==> config.mk <==
export PLATFORM = sky130hd
export DESIGN_NAME = attitude_estimation
export DESIGN_NICKNAME = d
export VERILOG_FILES = /design/src/rtl/attitude_estimation_pkg.sv /design/src/rtl/attitude_estimation_spi_xfer.sv /design/src/rtl/attitude_estimation.sv
export SDC_FILE = /design/constraint.sdc
export NUM_CORES = 1
export LEC_CHECK = 0
export BUFFER_PORTS_ARGS = -buffer_cell sky130_fd_sc_hd__buf_4
export CORE_ASPECT_RATIO = 1.75
export CORE_MARGIN = 2
export CORE_UTILIZATION = 40
export CTS_BUF_LIST = sky130_fd_sc_hd__clkbuf_8
export DETAILED_ROUTE_END_ITERATION = 10
export MAX_ROUTING_LAYER = met4
export SLEW_MARGIN = 20
export SYNTH_ARGS = -nofsm -noshare
export SYNTH_HDL_FRONTEND = slang
export SYNTH_HIERARCHICAL = 1
export SYNTH_SLANG_ARGS = --single-unit
==> constraint.sdc <==
create_clock -name clk -period 4.7 [get_ports clk]
set_input_delay 0.94 -clock clk [delete_from_list [all_inputs] [get_ports clk]]
set_output_delay 0.94 -clock clk [all_outputs]
set_load 0.02 [all_outputs]
==> src/rtl/attitude_estimation_pkg.sv <==
// Shared constants, types and helpers for the attitude estimation sensor front end.
// Holds the sensor command bytes, transaction lengths, axis order and sequencer states.
package attitude_estimation_pkg;

  localparam logic [7:0] GYRO_CMD_X    = 8'hE8;
  localparam logic [7:0] GYRO_CMD_Y    = 8'hEA;
  localparam logic [7:0] ACCL_CMD_READ = 8'h0B;
  localparam logic [7:0] ACCL_ADDR_X   = 8'h0E;
  localparam logic [7:0] ACCL_ADDR_Y   = 8'h10;
  localparam logic [7:0] ACCL_ADDR_Z   = 8'h12;

  localparam logic [5:0] GYRO_XFER_BITS = 6'd24;
  localparam logic [5:0] ACCL_XFER_BITS = 6'd32;

  localparam int         IDLE_CLKS = 4;
  localparam logic [1:0] IDLE_LAST = 2'(IDLE_CLKS - 1);

  typedef enum logic [2:0] {GX, GY, AX, AY, AZ} axis_e;

  typedef enum logic [1:0] {IDLE, XFER, STORE} seq_state_e;

  function automatic axis_e next_axis(input axis_e axis);
    case (axis)
      GX:      return GY;
      GY:      return AX;
      AX:      return AY;
      AY:      return AZ;
      default: return GX;
    endcase
  endfunction

  // Left-aligned MOSI word; the data phase is always shifted out as zeros.
  function automatic logic [31:0] command_word(input axis_e axis);
    case (axis)
      GX:      return {GYRO_CMD_X, 24'h000000};
      GY:      return {GYRO_CMD_Y, 24'h000000};
      AX:      return {ACCL_CMD_READ, ACCL_ADDR_X, 16'h0000};
      AY:      return {ACCL_CMD_READ, ACCL_ADDR_Y, 16'h0000};
      AZ:      return {ACCL_CMD_READ, ACCL_ADDR_Z, 16'h0000};
      default: return 32'h0;
    endcase
  endfunction

  // Symmetric saturation keeps the range negatable: -32768 folds to -32767.
  function automatic logic [15:0] saturate_sym(input logic [15:0] raw);
    return (raw == 16'h8000) ? 16'h8001 : raw;
  endfunction

endpackage

==> src/rtl/attitude_estimation_spi_xfer.sv <==
// Generic N-bit SPI mode-3 shift transaction (SCLK = clk/2, idle high).
// MOSI changes with SCLK falling, MISO is captured on the clk edge that raises SCLK.
module spi_xfer (
  input  logic        clk,
  input  logic        rst_n,
  input  logic        start,
  input  logic [5:0]  n_bits,
  input  logic [31:0] tx_word,
  input  logic        miso,
  output logic        sclk,
  output logic        mosi,
  output logic        busy,
  output logic [15:0] rx_word,
  output logic        done
);

  logic        busy_q, busy_d;
  logic        sclk_q, sclk_d;
  logic        mosi_q, mosi_d;
  logic [6:0]  cnt_q, cnt_d;
  logic [5:0]  n_bits_q, n_bits_d;
  logic [31:0] tx_shift_q, tx_shift_d;
  logic [15:0] rx_shift_q, rx_shift_d;
  logic [6:0]  last_cnt;

  // cnt_q counts half bit periods; even = SCLK low, odd = SCLK high.
  assign last_cnt = {n_bits_q - 6'd1, 1'b1};
  assign done     = busy_q && (cnt_q == last_cnt);

  always_comb begin
    busy_d     = busy_q;
    sclk_d     = sclk_q;
    mosi_d     = mosi_q;
    cnt_d      = cnt_q;
    n_bits_d   = n_bits_q;
    tx_shift_d = tx_shift_q;
    rx_shift_d = rx_shift_q;
    if (!busy_q) begin
      if (start) begin
        busy_d     = 1'b1;
        sclk_d     = 1'b0;
        mosi_d     = tx_word[31];
        tx_shift_d = {tx_word[30:0], 1'b0};
        cnt_d      = 7'd0;
        n_bits_d   = n_bits;
        rx_shift_d = 16'h0000;
      end
    end else if (!cnt_q[0]) begin
      sclk_d     = 1'b1;
      rx_shift_d = {rx_shift_q[14:0], miso};
      cnt_d      = cnt_q + 7'd1;
    end else if (done) begin
      busy_d = 1'b0;
      sclk_d = 1'b1;
      mosi_d = 1'b0;
      cnt_d  = 7'd0;
    end else begin
      sclk_d     = 1'b0;
      mosi_d     = tx_shift_q[31];
      tx_shift_d = {tx_shift_q[30:0], 1'b0};
      cnt_d      = cnt_q + 7'd1;
    end
  end

  always_ff @(posedge clk or negedge rst_n) begin
    if (!rst_n) begin
      busy_q     <= 1'b0;
      sclk_q     <= 1'b1;
      mosi_q     <= 1'b0;
      cnt_q      <= 7'd0;
      n_bits_q   <= 6'd0;
      tx_shift_q <= 32'h0;
      rx_shift_q <= 16'h0000;
    end else begin
      busy_q     <= busy_d;
      sclk_q     <= sclk_d;
      mosi_q     <= mosi_d;
      cnt_q      <= cnt_d;
      n_bits_q   <= n_bits_d;
      tx_shift_q <= tx_shift_d;
      rx_shift_q <= rx_shift_d;
    end
  end

  assign sclk    = sclk_q;
  assign mosi    = mosi_q;
  assign busy    = busy_q;
  assign rx_word = rx_shift_q;

endmodule

==> src/rtl/attitude_estimation.sv <==
// Free-running gyro/accelerometer reader: polls GX, GY, AX, AY, AZ over a shared SPI bus
// and publishes each axis as a symmetrically saturated signed 16-bit sample.
module attitude_estimation
  import attitude_estimation_pkg::*;
(
  input  logic        clk,
  input  logic        reset,
  output logic        SCLK,
  output logic        MOSI,
  input  logic        MISO_G,
  output logic        SS_G,
  input  logic        MISO_A,
  output logic        SS_A,
  output logic [15:0] gyro_x,
  output logic [15:0] gyro_y,
  output logic [15:0] accl_x,
  output logic [15:0] accl_y,
  output logic [15:0] accl_z
);

  seq_state_e  state_q, state_d;
  axis_e       axis_q, axis_d;
  logic [1:0]  idle_cnt_q, idle_cnt_d;
  logic [15:0] gyro_x_q, gyro_x_d;
  logic [15:0] gyro_y_q, gyro_y_d;
  logic [15:0] accl_x_q, accl_x_d;
  logic [15:0] accl_y_q, accl_y_d;
  logic [15:0] accl_z_q, accl_z_d;

  logic        is_gyro;
  logic        xfer_start;
  logic        xfer_busy;
  logic        xfer_done;
  logic        spi_miso;
  logic [5:0]  xfer_bits;
  logic [31:0] xfer_tx;
  logic [15:0] xfer_rx;
  logic [15:0] sample;

  assign is_gyro   = (axis_q == GX) || (axis_q == GY);
  assign xfer_bits = is_gyro ? GYRO_XFER_BITS : ACCL_XFER_BITS;
  assign xfer_tx   = command_word(axis_q);
  assign spi_miso  = is_gyro ? MISO_G : MISO_A;
  // Both sensors send the low byte first, so the byte halves are swapped here.
  assign sample    = saturate_sym({xfer_rx[7:0], xfer_rx[15:8]});

  spi_xfer u_spi_xfer (
    .clk     (clk),
    .rst_n   (reset),
    .start   (xfer_start),
    .n_bits  (xfer_bits),
    .tx_word (xfer_tx),
    .miso    (spi_miso),
    .sclk    (SCLK),
    .mosi    (MOSI),
    .busy    (xfer_busy),
    .rx_word (xfer_rx),
    .done    (xfer_done)
  );

  always_comb begin
    state_d    = state_q;
    axis_d     = axis_q;
    idle_cnt_d = idle_cnt_q;
    gyro_x_d   = gyro_x_q;
    gyro_y_d   = gyro_y_q;
    accl_x_d   = accl_x_q;
    accl_y_d   = accl_y_q;
    accl_z_d   = accl_z_q;
    xfer_start = 1'b0;
    case (state_q)
      IDLE: begin
        if (idle_cnt_q == IDLE_LAST) begin
          xfer_start = 1'b1;
          idle_cnt_d = 2'd0;
          state_d    = XFER;
        end else begin
          idle_cnt_d = idle_cnt_q + 2'd1;
        end
      end
      XFER: begin
        if (xfer_done) begin
          state_d = STORE;
          case (axis_q)
            GX:      gyro_x_d = sample;
            GY:      gyro_y_d = sample;
            AX:      accl_x_d = sample;
            AY:      accl_y_d = sample;
            default: accl_z_d = sample;
          endcase
        end
      end
      STORE: begin
        // STORE is already the first idle clock of the inter-transaction gap.
        axis_d     = next_axis(axis_q);
        idle_cnt_d = 2'd1;
        state_d    = IDLE;
      end
      default: begin
        state_d    = IDLE;
        idle_cnt_d = 2'd0;
      end
    endcase
  end

  always_ff @(posedge clk or negedge reset) begin
    if (!reset) begin
      state_q    <= IDLE;
      axis_q     <= GX;
      idle_cnt_q <= 2'd0;
      gyro_x_q   <= 16'h0000;
      gyro_y_q   <= 16'h0000;
      accl_x_q   <= 16'h0000;
      accl_y_q   <= 16'h0000;
      accl_z_q   <= 16'h0000;
    end else begin
      state_q    <= state_d;
      axis_q     <= axis_d;
      idle_cnt_q <= idle_cnt_d;
      gyro_x_q   <= gyro_x_d;
      gyro_y_q   <= gyro_y_d;
      accl_x_q   <= accl_x_d;
      accl_y_q   <= accl_y_d;
      accl_z_q   <= accl_z_d;
    end
  end

  assign SS_G   = ~(xfer_busy & is_gyro);
  assign SS_A   = ~(xfer_busy & ~is_gyro);
  assign gyro_x = gyro_x_q;
  assign gyro_y = gyro_y_q;
  assign accl_x = accl_x_q;
  assign accl_y = accl_y_q;
  assign accl_z = accl_z_q;

endmodule

After elaboration in Yosys (flattened, before gate mapping)
Cells that the tools add are included.

Multiplexer cells: 35. $add $sub $neg: 3. Bitwise gates (word level): 7. Eq/ne operators: 14. Reduce and logical (&&, ||, !) cells: 16.

Operators with widths (count): $pmux W32 S5 (1); $mux W32 (4); $mux W16 (4); $mux W7 (4); $reduce_and A3 Y1 (6); $eq A16 B16 Y1 const B (1); $mux W1 (15); $pmux W3 S4 (1); $ne A2 B2 Y1 const B (4); $reduce_and A2 Y1 (4); $add A7 B1 Y7 const B (1); $eq A7 B7 Y1 (1); $eq A3 B2 Y1 const B (2); $mux W2 (3); $mux W6 (1); $pmux W2 S3 (1); $sub A6 B1 Y6 const B (1); $not A1 Y1 (5); $eq A2 B2 Y1 const B (2); $pmux W2 S2 (1); $reduce_or A4 Y1 (1); $eq A3 B1 Y1 const B (1); $eq A3 B3 Y1 const B (1); $logic_not A3 Y1 (1); 8 further kinds (9).

Flip-flop bits (word level): 151. Word-level logic and storage cells: 90. Output and inout bits: 84. Input bits: 4.

Longest topological paths before layout
Gate-level depths: netlist (run 1).

Word-level depth: 6. Depth in mapped cells: 12. Depth with buffers taken out: 9.

By module
The synthesis (run 1) kept the hierarchy.

Modules (own cells, without submodules): attitude_estimation (instances 1, seq. area each 2177.1 µm², area an instance 3478.3 µm², cells each 232); spi_xfer (instances 1, seq. area each 1577.8 µm², area an instance 3056.7 µm², cells each 237).

Worst setup path after synthesis (run 1)
Ideal clock, no wire load.

Kind: reg-to-reg. Start: reg u_spi_xfer.n_bits_q[0]. End: reg accl_y_q[10], in the netlist accl_y[10]. Path buffers: 2. Required time: 4.575 ns. Path slack: 1.529 ns. Library setup time: 0.125 ns. Arrival time: 3.046 ns. Clock period less this slack: 3.171 ns. Cell stages (with the launch flop): 10. Cells stage by stage: dfrtp_1 > or4_1 > or3_1 > a2111oi_2 > and2_1 > buf_2 > and3b_2 > nor3b_4 > buf_6 > mux2_2.

Word-level cells in the longest chain between the ends: 4.

Ends and longest elaborated chain: start: declaration (line attitude_estimation_spi_xfer.sv:21) `logic [5:0] n_bits_q, n_bits_d;`; start signal: assignment (line attitude_estimation_spi_xfer.sv:79) `n_bits_q <= n_bits_d;`; $sub A6 B1 Y6 (line attitude_estimation_spi_xfer.sv:27) `assign last_cnt = {n_bits_q - 6'd1, 1'b1};`; $eq A7 B7 Y1 (line attitude_estimation_spi_xfer.sv:28) `assign done = busy_q && (cnt_q == last_cnt);`; $logic_and A1 B1 Y1 (line attitude_estimation_spi_xfer.sv:28); net xfer_done (line attitude_estimation.sv:33) `logic xfer_done;`; $reduce_and A3 Y1 (no line); end signal: assignment (line attitude_estimation.sv:123) `accl_y_q <= accl_y_d;`; end: declaration (line attitude_estimation.sv:27) `logic [15:0] accl_y_q, accl_y_d;`.

The timed path passes the listed nets, and every way through them passes these cells. A chain may end at the register's enable or synchronous reset.

Worst setup path after layout (run 1)
Start: reg u_spi_xfer.n_bits_q[2]. End: reg accl_y_q[2], in the netlist accl_y[2].

The elaborated chain is that of the path after synthesis.

==> out/summary.txt, run 1 <==
# diodes -> 0
H-tree levels -> 4
ANT nets after route -> 0
count of buffers from port buffering -> 87
RSZ-0062 raised after global routing -> no
fin util -> 49.1%
CP Data Required Time -> 5.01 ns
All-Layer GR Usage -> 17.2%
post-CTS resize count -> 0
clock-pin slew on the worst setup and hold paths -> 0.08 ns
first-pass GRT wire length -> 22.6 mm
ys flop type -> dfrtp_1
antenna violations before repair -> 0
status -> complete, no violations
die width -> 101 um
Leakage -> 0.00404 uW
Die Y -> 173 um
Max Slew Vio Count -> 0
main combinational cell family by area after synthesis -> multiplexers
library cells used by synthesis -> 51
Hold Crit Class -> flip-flop to flip-flop
Post-synth EDFFs -> 0
starting DRC count in detailed routing -> 113
CTS root buffer -> clkbuf_8
Power Density -> 515 nW/um2
vias in the first global route -> 4308
FF+latch count, synth -> 150
Ports -> 88
Yosys top cell area share -> 57.1%
worst-path fanout max -> 16
Final Cycle Share -> 78.1%
worst skew pair latency -> 0.43 ns
WL final -> 13.9 mm
Initial Util -> 41.0%
Peak Freq -> 272 MHz
non-filler instance count after layout -> 783
Peak VDD IR -> 330 uV
Placeable Area -> 16000 um2
1st-pass router iterations -> 4
Rel. slew slack -> 47.2%
# rows -> 61
Synth async-reset ratio -> 100%
adder-cell share of the synthesized area -> 0.574%
Vias/cell -> 5.18
largest net degree at the start of global routing -> 77
Setup Viol. Count Final -> 0
post-synthesis cell area -> 6540 um2
layout cell share with drive strength beyond 1 -> 46.0%
Max-Cap Viols -> 0
gr ovfl total -> 0
Fin Setup TNS -> 0 ns
clk buf depth -> 2
Data arrival, critical path -> 3.99 ns
Worst Tran Pin Value -> 0.791 ns
worst setup path class -> flip-flop to flip-flop
residual DRC count -> 0
post-synthesis mux area share -> 25.7%
post-synthesis xor/xnor area fraction -> 1.07%
post-route minimum period -> 3.67 ns
Layout Skew -> 0.0106 ns
routability congestion estimate -> 0.771
syn_area_per_cell -> 13.9 um2
Vias -> 4053
simple-gate area share of the yosys netlist -> 6.78%
CTS hold repair buffers -> 0
final-report hold violation count -> 0
Yosys top cell by area -> dfrtp_1
Synth area leaders -> dfrtp_1 (57%), mux2_2 (19%), mux2_4 (6.4%)
routed wire length per instance -> 17.8 um
Layout Nets -> 588
CTS tree -> built
DP Cell Count -> 751
post-synthesis sequential area ratio -> 57.5%
Yosys warning count -> 6
TritonCTS Buffers -> 17
Synth Area in Compound Gates -> 5.63%
Syn Inst Count -> 469
setup bufs post-CTS -> 0
clk sinks -> 150
DIE AREA -> 17400 um2
DPL Wire Length -> 9.41 mm
crit start category -> flip-flop
critical path capture point type -> flip-flop
Layout Area Growth over Synthesis -> 19.9%
-- area by class of cell --
class	count	area (um2)
clock buffers	20	275
clock inverters	12	140
flip-flops and latches	150	3750
fillers	1412	8110
repair buffers	93	702
inverters	8	30.0
multi-input cells	311	2700
well taps	189	236
-- cell usage after synthesis (all sizes together) (6+ instances only) --
library cell,instances
buf,17
nand2,26
a21oi,8
xnor2,6
nand3,6
nor2,19
inv,8
a22o,17
nor3,8
mux2,136
o21ai,14
dfrtp,149
clkbuf,7
-- stage by stage --
stage | cell area, um2 | hold slack [ns] | total power, uW | worst slack (ns)
after floorplan | 6630 | 0.467 | 2730 | 1.53
after global placement | 7420 | 0.478 | 3000 | 1.10
after detailed placement | 7420 | 0.478 | 3040 | 1.04
after CTS | 7840 | 0.492 | 4080 | 1.02
after global routing | 7840 | 0.525 | 4270 | 0.785
final | 7840 | 0.489 | 4030 | 1.03
-- metal layers --
metal  track usage (%)  vias to the layer above  share of wire, %
met1              19.0                     2078                39
met4              7.25                        0               2.4
li1                  -                     1866                 -
met5                 -                        -                 0
met2              29.8                       86                55
met3              3.27                       23               3.5
-- worst paths after layout --
check | cells after the start | startpoint | slack [ns] | end
worst max register to register | 8 | u_spi_xfer/n_bits_q[2] | 1.03 | accl_y[2]
worst min register to register | 2 | u_spi_xfer/sclk | 0.49 | u_spi_xfer/sclk
max in group asynchronous | 2 | reset | 3.15 | accl_z[4]
worst min-delay path | 2 | u_spi_xfer/sclk | 0.49 | u_spi_xfer/sclk
min in group asynchronous | 1 | reset | 0.52 | u_spi_xfer/n_bits_q[5]
worst max-delay path | 8 | u_spi_xfer/n_bits_q[2] | 1.03 | accl_y[2]
-- critical path: stages, from the launching register on --
cell and delay [ns]:
dfrtp_1 0.44, or4_1 0.55, or3_1 0.34, a2111oi_2 0.51, and2_1 0.43, and3b_2 0.41, nor3b_4 0.23, buf_4 0.28
mux2_2 0.37
-- where the power goes --
group          leakage [uW]  total [uW]  switching, uW  internal [uW]
Sequential          0.00199        1830            285           1550
Clock              0.000209        1030            501            525
Combinational       0.00183        1170            512            662
Total               0.00404        4030           1300           2740
-- registers in the layout, indices dropped and copies added, names as in the netlist, 2 cells and up --
signal and cells:
u_spi_xfer/tx_shift_q 31, accl_x 16, accl_y 16, accl_z 16
gyro_x 16, gyro_y 16, u_spi_xfer/rx_word 16, u_spi_xfer/cnt_q 7
u_spi_xfer/n_bits_q 6, axis_q 3, idle_cnt_q 2, state_q 2
-- cells by family (layout without fill, tap and decap cells) --
group,after synthesis,after routing
compound gates,52,52
xor+xnor,8,8
fa+ha+maj,3,3
buf+inv,32,133
flops,150,150
mux,140,140
other cells,1,25
simple gates,83,83
-- placed cells by master, fill, tap and decap left out, drive strengths merged, types with 2 or more instances in the layout --
master    netlist  layout
nor2           19      19
a31oi           4       4
ha              3       3
nor3b           3       3
buf            17      93
o21ai          14      14
xor2            2       2
xnor2           6       6
bufinv          0       2
inv             8      15
nor2b           3       3
a21o            2       2
nand2          26      26
dfrtp         149     149
nand3           6       6
clkinvlp        0       2
o31ai           2       2
clkbuf          7      20
nor4            2       2
mux2i           4       4
conb            1      25
a22o           17      17
a21oi           8       8
nand2b          4       4
nor3            8       8
mux2          136     136
and3            3       3
(Power assumes the default switching activity.)
==> run 2, diff against run 1 <==
--- a/config.mk
+++ b/config.mk
@@ -5,6 +5,7 @@
 export SDC_FILE = /design/constraint.sdc
 export NUM_CORES = 1
 export LEC_CHECK = 0
+export ABC_AREA = 1
 export BUFFER_PORTS_ARGS = -buffer_cell sky130_fd_sc_hd__buf_4
 export CORE_ASPECT_RATIO = 1.75
 export CORE_MARGIN = 2
==> constraint.sdc (replaced) <==
create_clock -name clk -period 3.31 [get_ports clk]
set_input_delay 0.662 -clock clk [delete_from_list [all_inputs] [get_ports clk]]
set_output_delay 0.662 -clock clk [all_outputs]
set_load 0.02 [all_outputs]
==> out/summary.txt, run 2 <==
residual DRC count -> 0 (unchanged)
Max Slew Vio Count -> 0 (unchanged)
worst-path cell chain -> inv_1 -> ha_1 -> or2_1 -> nand2_1 -> nand2_1 -> nand2_1 -> nor2_2 -> nand2_4 -> buf_4 -> nand2_2 -> nand2_1 -> nand2_1 (was or4_1 -> or3_1 -> a2111oi_2 -> and2_1 -> and3b_2 -> nor3b_4 -> buf_4 -> mux2_2)
CTS tree -> built (unchanged)
clk buf depth -> 2 (unchanged)
Setup Viol. Count Final -> 0 (unchanged)
max FFs per register -> 31 (unchanged)
post-CTS resize count -> 0 (unchanged)
largest net degree at the start of global routing -> 78 (was 77)
gr ovfl total -> 0 (unchanged)
antenna violations before repair -> 0 (unchanged)
cell repeated most along the worst path -> nand2_1
H-tree levels -> 4 (unchanged)
ANT nets after route -> 0 (unchanged)
most common cell in the netlist -> nand2_1 (was dfrtp_1)
library cells used by synthesis -> 33 (was 51)
Post-synth EDFFs -> 0 (unchanged)
critical path capture point type -> flip-flop (unchanged)
non-filler instance count after layout -> 1119 (was 783)
clk sinks -> 150 (unchanged)
Hold Crit Class -> primary input to asynchronous set/reset pin (was flip-flop to flip-flop)
Ports -> 88 (unchanged)
slowest stage delay, CP -> 0.49 ns (was 0.55 ns)
Data arrival, critical path -> 2.81 ns (was 3.99 ns)
Fin Setup TNS -> 0 ns (unchanged)
first-pass GRT wire length -> 25.8 mm (was 22.6 mm)
# rows -> 63 (was 61)
routed wire length per instance -> 14.2 um (was 17.8 um)
Vias -> 5214 (was 4053)
DP Cell Count -> 1088 (was 751)
DPL Wire Length -> 10.9 mm (was 9.41 mm)
DIE AREA -> 18100 um2 (was 17400 um2)
Die Y -> 177 um (was 173 um)
commonest non-fill, non-tap cells in the layout -> nand2_1 (285), dfrtp_1 (149), buf_4 (93) (was dfrtp_1 (149), mux2_2 (108), buf_4 (92))
starting DRC count in detailed routing -> 289 (was 113)
commonest non-fill, non-tap cell in the layout -> nand2_1 (was dfrtp_1)
Synth area leaders -> dfrtp_1 (55%), nand2_1 (16%), o21ai_2 (5.0%) (was dfrtp_1 (57%), mux2_2 (19%), mux2_4 (6.4%))
Peak Freq -> 401 MHz (was 272 MHz)
post-synthesis cell area -> 6820 um2 (was 6540 um2)
fin util -> 48.0% (was 49.1%)
Yosys top cell by area -> dfrtp_1 (unchanged)
post-route minimum period -> 2.50 ns (was 3.67 ns)
Initial Util -> 40.6% (was 41.0%)
Peak VDD IR -> 499 uV (was 330 uV)
worst-path fanout max -> 39 (was 16)
Max-Cap Viols -> 0 (unchanged)
Layout Nets -> 887 (was 588)
All-Layer GR Usage -> 18.9% (was 17.2%)
TritonCTS Buffers -> 17 (unchanged)
Largest Register -> u_spi_xfer/tx_shift_q (unchanged)
WL final -> 15.8 mm (was 13.9 mm)
routability congestion estimate -> 0.767 (was 0.771)
most frequent cells after synthesis -> nand2_1 (285), dfrtp_1 (149), nor2_1 (55) (was dfrtp_1 (149), mux2_2 (108), mux2_4 (28))
RSZ-0062 raised after global routing -> no (unchanged)
Yosys top cell area share -> 54.7% (was 57.1%)
# diodes -> 0 (unchanged)
crit start category -> flip-flop (unchanged)
final-report hold violation count -> 0 (unchanged)
FF+latch count, synth -> 150 (unchanged)
Vias/cell -> 4.66 (was 5.18)
1st-pass router iterations -> 5 (was 4)
Yosys warning count -> 6 (unchanged)
Rel. slew slack -> 50.2% (was 47.2%)
Layout Area Growth over Synthesis -> 18.2% (was 19.9%)
Placeable Area -> 16800 um2 (was 16000 um2)
post-synthesis sequential area ratio -> 55.1% (was 57.5%)
Leakage -> 0.00428 uW (was 0.00404 uW)
CTS hold repair buffers -> 0 (unchanged)
Final Cycle Share -> 75.4% (was 78.1%)
Synth async-reset ratio -> 100% (unchanged)
Syn Inst Count -> 777 (was 469)
die width -> 103 um (was 101 um)
crit path max-delay cell type -> nand2_2 (was or4_1)
ys flop type -> dfrtp_1 (unchanged)
status -> complete, no violations (unchanged)
syn_area_per_cell -> 8.77 um2 (was 13.9 um2)
CTS root buffer -> clkbuf_8 (unchanged)
worst skew pair latency -> 0.44 ns (was 0.43 ns)
CP Data Required Time -> 3.63 ns (was 5.01 ns)
setup bufs post-CTS -> 0 (unchanged)
vias in the first global route -> 4920 (was 4308)
worst setup path class -> flip-flop to flip-flop (unchanged)
layout cell share with drive strength beyond 1 -> 23.4% (was 46.0%)
clock-pin slew on the worst setup and hold paths -> 0.10 ns (was 0.08 ns)
Worst Tran Pin Value -> 0.747 ns (was 0.791 ns)
count of buffers from port buffering -> 87 (unchanged)
Layout Skew -> 0.0205 ns (was 0.0106 ns)
Power Density -> 699 nW/um2 (was 515 nW/um2)
run 2: cell count changes in the layout (fill, tap and decap cells not counted), sizes merged, moves of 6 or more:
cell	before	now
a22o	17	0
nor2	19	64
nor3	8	1
a21oi	8	25
inv	15	70
o21ai	14	72
xnor2	6	0
o22ai	0	16
mux2	136	0
nand3	6	47
nand2	26	292
run 2: cell families (layout without fill, tap and decap cells):
kind of cell / after synthesis / in the layout / synth area share [%]
and+or+nand+nor: 407 / 407 / 25.4
DFF: 150 / 150 / 55.1
AOI/OAI and AO/OA: 114 / 114 / 10.9
buffers and inverters: 100 / 191 / 7.71
adders and majority gates: 3 / 3 / 0.551
xor gates and xnor gates: 2 / 2 / 0.257
other: 1 / 25 / 0.0550
run 2: per-stage QoR:
step | hold WS [ns] | area (um2) | power (uW) | setup WS, ns
2_1_floorplan | 0.366 | 6910 | 3720 | 1.18
3_3_place_gp | 0.455 | 7660 | 4230 | 0.852
3_5_place_dp | 0.458 | 7660 | 4260 | 0.813
4_1_cts | 0.246 | 8060 | 5730 | 0.798
5_1_grt | 0.266 | 8060 | 6040 | 0.566
6_report | 0.236 | 8060 | 5630 | 0.815
run 2: layout make-up:
type / instances / area [um2]
fillers: 1681 / 8730
repair buffers: 96 / 749
clock buffers: 17 / 234
flip-flops and latches: 150 / 3750
well taps: 227 / 284
clock inverters: 14 / 165
inverters: 64 / 240
multi-input cells: 551 / 2630
run 2: layer usage:
metal  routed length [um]  vias up  track usage (%)
li1                     -     2636                -
met2                 8550       98             33.3
met4                  132        0             4.33
met3                  512        9             3.24
met5                    0        -                -
met1                 6650     2471             22.4
run 2: final timing paths:
check                                          start                   endpoint  slack (ns)  cells after the start
setup / recovery              u_spi_xfer/n_bits_q[0]  u_spi_xfer/tx_shift_q[22]        0.81                     12
hold / removal                                 reset                  accl_x[2]        0.24                      1
setup reg to reg              u_spi_xfer/n_bits_q[0]  u_spi_xfer/tx_shift_q[22]        0.81                     12
hold reg to reg            u_spi_xfer/tx_shift_q[17]  u_spi_xfer/tx_shift_q[17]        0.48                      2
max in group asynchronous                      reset            u_spi_xfer/sclk        2.32                      2
min in group clk           u_spi_xfer/tx_shift_q[17]  u_spi_xfer/tx_shift_q[17]        0.48                      2
run 2: critical path, delay by kind of cell (launching register included):
kind	cells	cell delay (ns)
flops	1	0.40
buf+inv	2	0.45
fa+ha+maj	1	0.22
simple gates	9	1.29
run 2: report_power, final:
| part | leakage (uW) | total, uW | internal, uW | switching (uW) |
|---|---|---|---|---|
| logic | 0.00208 | 1820 | 566 | 1260 |
| clock network | 0.000190 | 1450 | 689 | 757 |
| registers | 0.00201 | 2360 | 2140 | 217 |
| total | 0.00428 | 5630 | 3400 | 2230 |
==> run 3, diff against run 2 <==
--- a/config.mk
+++ b/config.mk
@@ -5,7 +5,7 @@
 export SDC_FILE = /design/constraint.sdc
 export NUM_CORES = 1
 export LEC_CHECK = 0
-export ABC_AREA = 1
+export ABC_AREA = 0
 export BUFFER_PORTS_ARGS = -buffer_cell sky130_fd_sc_hd__buf_4
 export CORE_ASPECT_RATIO = 1.75
 export CORE_MARGIN = 2
==> constraint.sdc (replaced) <==
create_clock -name clk -period 2.2 [get_ports clk]
set_input_delay 0.44 -clock clk [delete_from_list [all_inputs] [get_ports clk]]
set_output_delay 0.44 -clock clk [all_outputs]
set_load 0.02 [all_outputs]
==> out/summary.txt, run 3 (synthesis results as in run 1) <==
logic gate share of total power -> 35.8% (was 32.4%)
Worst Tran Pin Value -> 0.571 ns (was 0.747 ns)
clk sinks -> 150 (unchanged)
ANT nets after route -> 0 (unchanged)
clock-pin slew on the worst setup and hold paths -> 0.08 ns (was 0.10 ns)
residual DRC count -> 0 (unchanged)
Largest Register -> u_spi_xfer/tx_shift_q (unchanged)
All-Layer GR Usage -> 19.1% (was 18.9%)
die width -> 101 um (was 103 um)
Placeable Area -> 16000 um2 (was 16800 um2)
Fin Setup TNS -> -57.87 ns (was 0 ns)
CTS tree -> built (unchanged)
Hold Crit Class -> primary input to flip-flop (was primary input to asynchronous set/reset pin)
Die Y -> 173 um (was 177 um)
1st-pass router iterations -> 5 (unchanged)
P_int -> 6190 uW (was 3400 uW)
Layout Area Growth over Synthesis -> 29.9% (was 18.2%)
WL final -> 15.3 mm (was 15.8 mm)
commonest non-fill, non-tap cells in the layout -> dfrtp_1 (148), buf_4 (118), mux2_2 (93) (was nand2_1 (285), dfrtp_1 (149), buf_4 (93))
gr ovfl total -> 0 (unchanged)
Power Density -> 1090 nW/um2 (was 699 nW/um2)
post-route minimum period -> 2.90 ns (was 2.50 ns)
status -> complete, but fails checks (was complete, no violations)
Clk pwr share -> 22.2% (was 25.7%)
Ports -> 88 (unchanged)
setup ws final -> -0.698 ns (was 0.815 ns)
Vias/cell -> 5.21 (was 4.66)
Data arrival, critical path -> 3.23 ns (was 2.81 ns)
worst skew pair latency -> 0.45 ns (was 0.44 ns)
switch share -> 33.0% (was 39.6%)
routed wire length per instance -> 18.6 um (was 14.2 um)
layout cell share with drive strength beyond 1 -> 51.4% (was 23.4%)
kind of cell adding the most delay to the critical path -> simple AND/OR/NAND/NOR gates (unchanged)
Layout Skew -> 0.0168 ns (was 0.0205 ns)
final-report hold violation count -> 0 (unchanged)
RSZ-0062 raised after global routing -> yes (was no)
fin area -> 8490 um2 (was 8060 um2)
Peak VDD IR -> 562 uV (was 499 uV)
DPL Wire Length -> 10.3 mm (was 10.9 mm)
Final Cycle Share -> 132% (was 75.4%)
non-filler instance count after layout -> 827 (was 1119)
Leakage -> 0.00433 uW (was 0.00428 uW)
worst setup path class -> flip-flop to flip-flop (unchanged)
worst-path cell chain -> or4_4 -> or3_4 -> a2111oi_4 -> and2_4 -> and3b_2 -> nor3b_4 -> buf_6 -> buf_12 -> mux2_4 (was inv_1 -> ha_1 -> or2_1 -> nand2_1 -> nand2_1 -> nand2_1 -> nor2_2 -> nand2_4 -> buf_4 -> nand2_2 -> nand2_1 -> nand2_1)
setup slack at placement -> -0.637 ns (was 0.813 ns)
starting DRC count in detailed routing -> 234 (was 289)
first-pass GRT wire length -> 25.1 mm (was 25.8 mm)
slowest stage delay, CP -> 0.54 ns (was 0.49 ns)
# rows -> 61 (was 63)
Setup Viol. Count Final -> 118 (was 0)
commonest non-fill, non-tap cell in the layout -> dfrtp_1 (was nand2_1)
H-tree levels -> 4 (unchanged)
failing checks -> setup timing
Vias -> 4310 (was 5214)
vias in the first global route -> 4733 (was 4920)
FF/Latch Area -> 3760 um2 (was 3750 um2)
Sequential Power Share -> 42.0% (was 41.9%)
fill count -> 1358 (was 1681)
Rel. slew slack -> 61.4% (was 50.2%)
crit path max-delay cell type -> or4_4 (was nand2_2)
CP Data Required Time -> 2.53 ns (was 3.63 ns)
crit start category -> flip-flop (unchanged)
DIE AREA -> 17400 um2 (was 18100 um2)
WP buf/inv -> 2 (unchanged)
Max Slew Vio Count -> 0 (unchanged)
critical path capture point type -> flip-flop (unchanged)
worst-path fanout max -> 8 (was 39)
Max-Cap Viols -> 0 (unchanged)
max FFs per register -> 31 (unchanged)
fin util -> 53.2% (was 48.0%)
# diodes -> 0 (unchanged)
DP Cell Count -> 783 (was 1088)
Area after DPL -> 7770 um2 (was 7660 um2)
NetSw -> 3050 uW (was 2230 uW)
CTS root buffer -> clkbuf_8 (unchanged)
Initial Util -> 41.0% (was 40.6%)
clk buf depth -> 2 (unchanged)
routability congestion estimate -> 0.804 (was 0.767)
TritonCTS Buffers -> 17 (unchanged)
Layout Nets -> 633 (was 887)
largest net degree at the start of global routing -> 53 (was 78)
antenna violations before repair -> 0 (unchanged)
area of the multi-input gates -> 2860 um2 (was 2630 um2)
Peak Freq -> 345 MHz (was 401 MHz)
count of buffers from port buffering -> 87 (unchanged)
run 3: cell count changes in the layout (fill, tap and decap cells not counted), moves of 17 or more:
cell / before / now
nand3_1: 35 / 5
buf_4: 93 / 118
inv_1: 51 / 8
nand2_1: 285 / 23
o21ai_1: 22 / 1
mux2_2: 0 / 93
a21oi_1: 24 / 5
mux2_4: 0 / 43
o21ai_2: 39 / 2
a22o_1: 0 / 17
nor2_1: 55 / 17
run 3: path summary, 6_finish.rpt:
check,start,end,slack [ns],cells past startpoint
worst min register to register,u_spi_xfer/n_bits_q[5],u_spi_xfer/n_bits_q[5],0.50,2
max in group asynchronous,reset,accl_x[0],1.07,3
worst max register to register,u_spi_xfer/n_bits_q[1],accl_y[11],-0.70,9
worst max-delay path,u_spi_xfer/n_bits_q[1],accl_y[11],-0.70,9
min in group asynchronous,reset,u_spi_xfer/tx_shift_q[2],0.49,2
worst min-delay path,MISO_A,u_spi_xfer/rx_word[0],0.37,3
run 3: power groups by stage:
stage          clock (uW)  sequential (uW)  combinational [uW]
6_report             2050             3880                3310
5_1_grt              2240             3970                3570
4_1_cts              2120             3890                3250
3_5_place_dp            0             3930                2850
3_3_place_gp            0             3900                2760
2_1_floorplan           0             3810                2060
run 3: layout make-up:
class                           count  area share, %
Clock buffer                       17           2.76
Clock inverter                     14           1.65
Inverter                            8          0.354
Multi-Input combinational cell    311           33.6
Sequential cell                   150           44.3
Tap cell                          189           2.79
Timing Repair Buffer              138           14.6
run 3: repair_timing:
action	in CTS	in global routing
hold endpoints to repair	47	0
hold buffers	1	0
setup buffers	6	3
setup endpoints to repair	113	124
gates cloned	4	0
pin swaps	1	1
resized for setup	25	18
run 3: routing by layer:
layer / wire length, um / global-route usage [%] / vias to the layer above
li1: - / - / 1955
met1: 5810 / 20.9 / 2225
met2: 8640 / 33.4 / 104
met3: 538 / 4.53 / 26
met4: 346 / 6.74 / 0
met5: 0 / - / -
run 3: metrics by stage:
step | power, uW | hold WS, ns
finish | 9240 | 0.373
floorplan | 5860 | 0.144
CTS | 9260 | 0.359
global placement | 6660 | 0.433
detailed placement | 6780 | 0.438
global route | 9780 | 0.351
run 3: tightest hold or removal path: stages:
cell and delay (ns):
buf_4 0.08, mux2_2 0.14, a22o_1 0.12
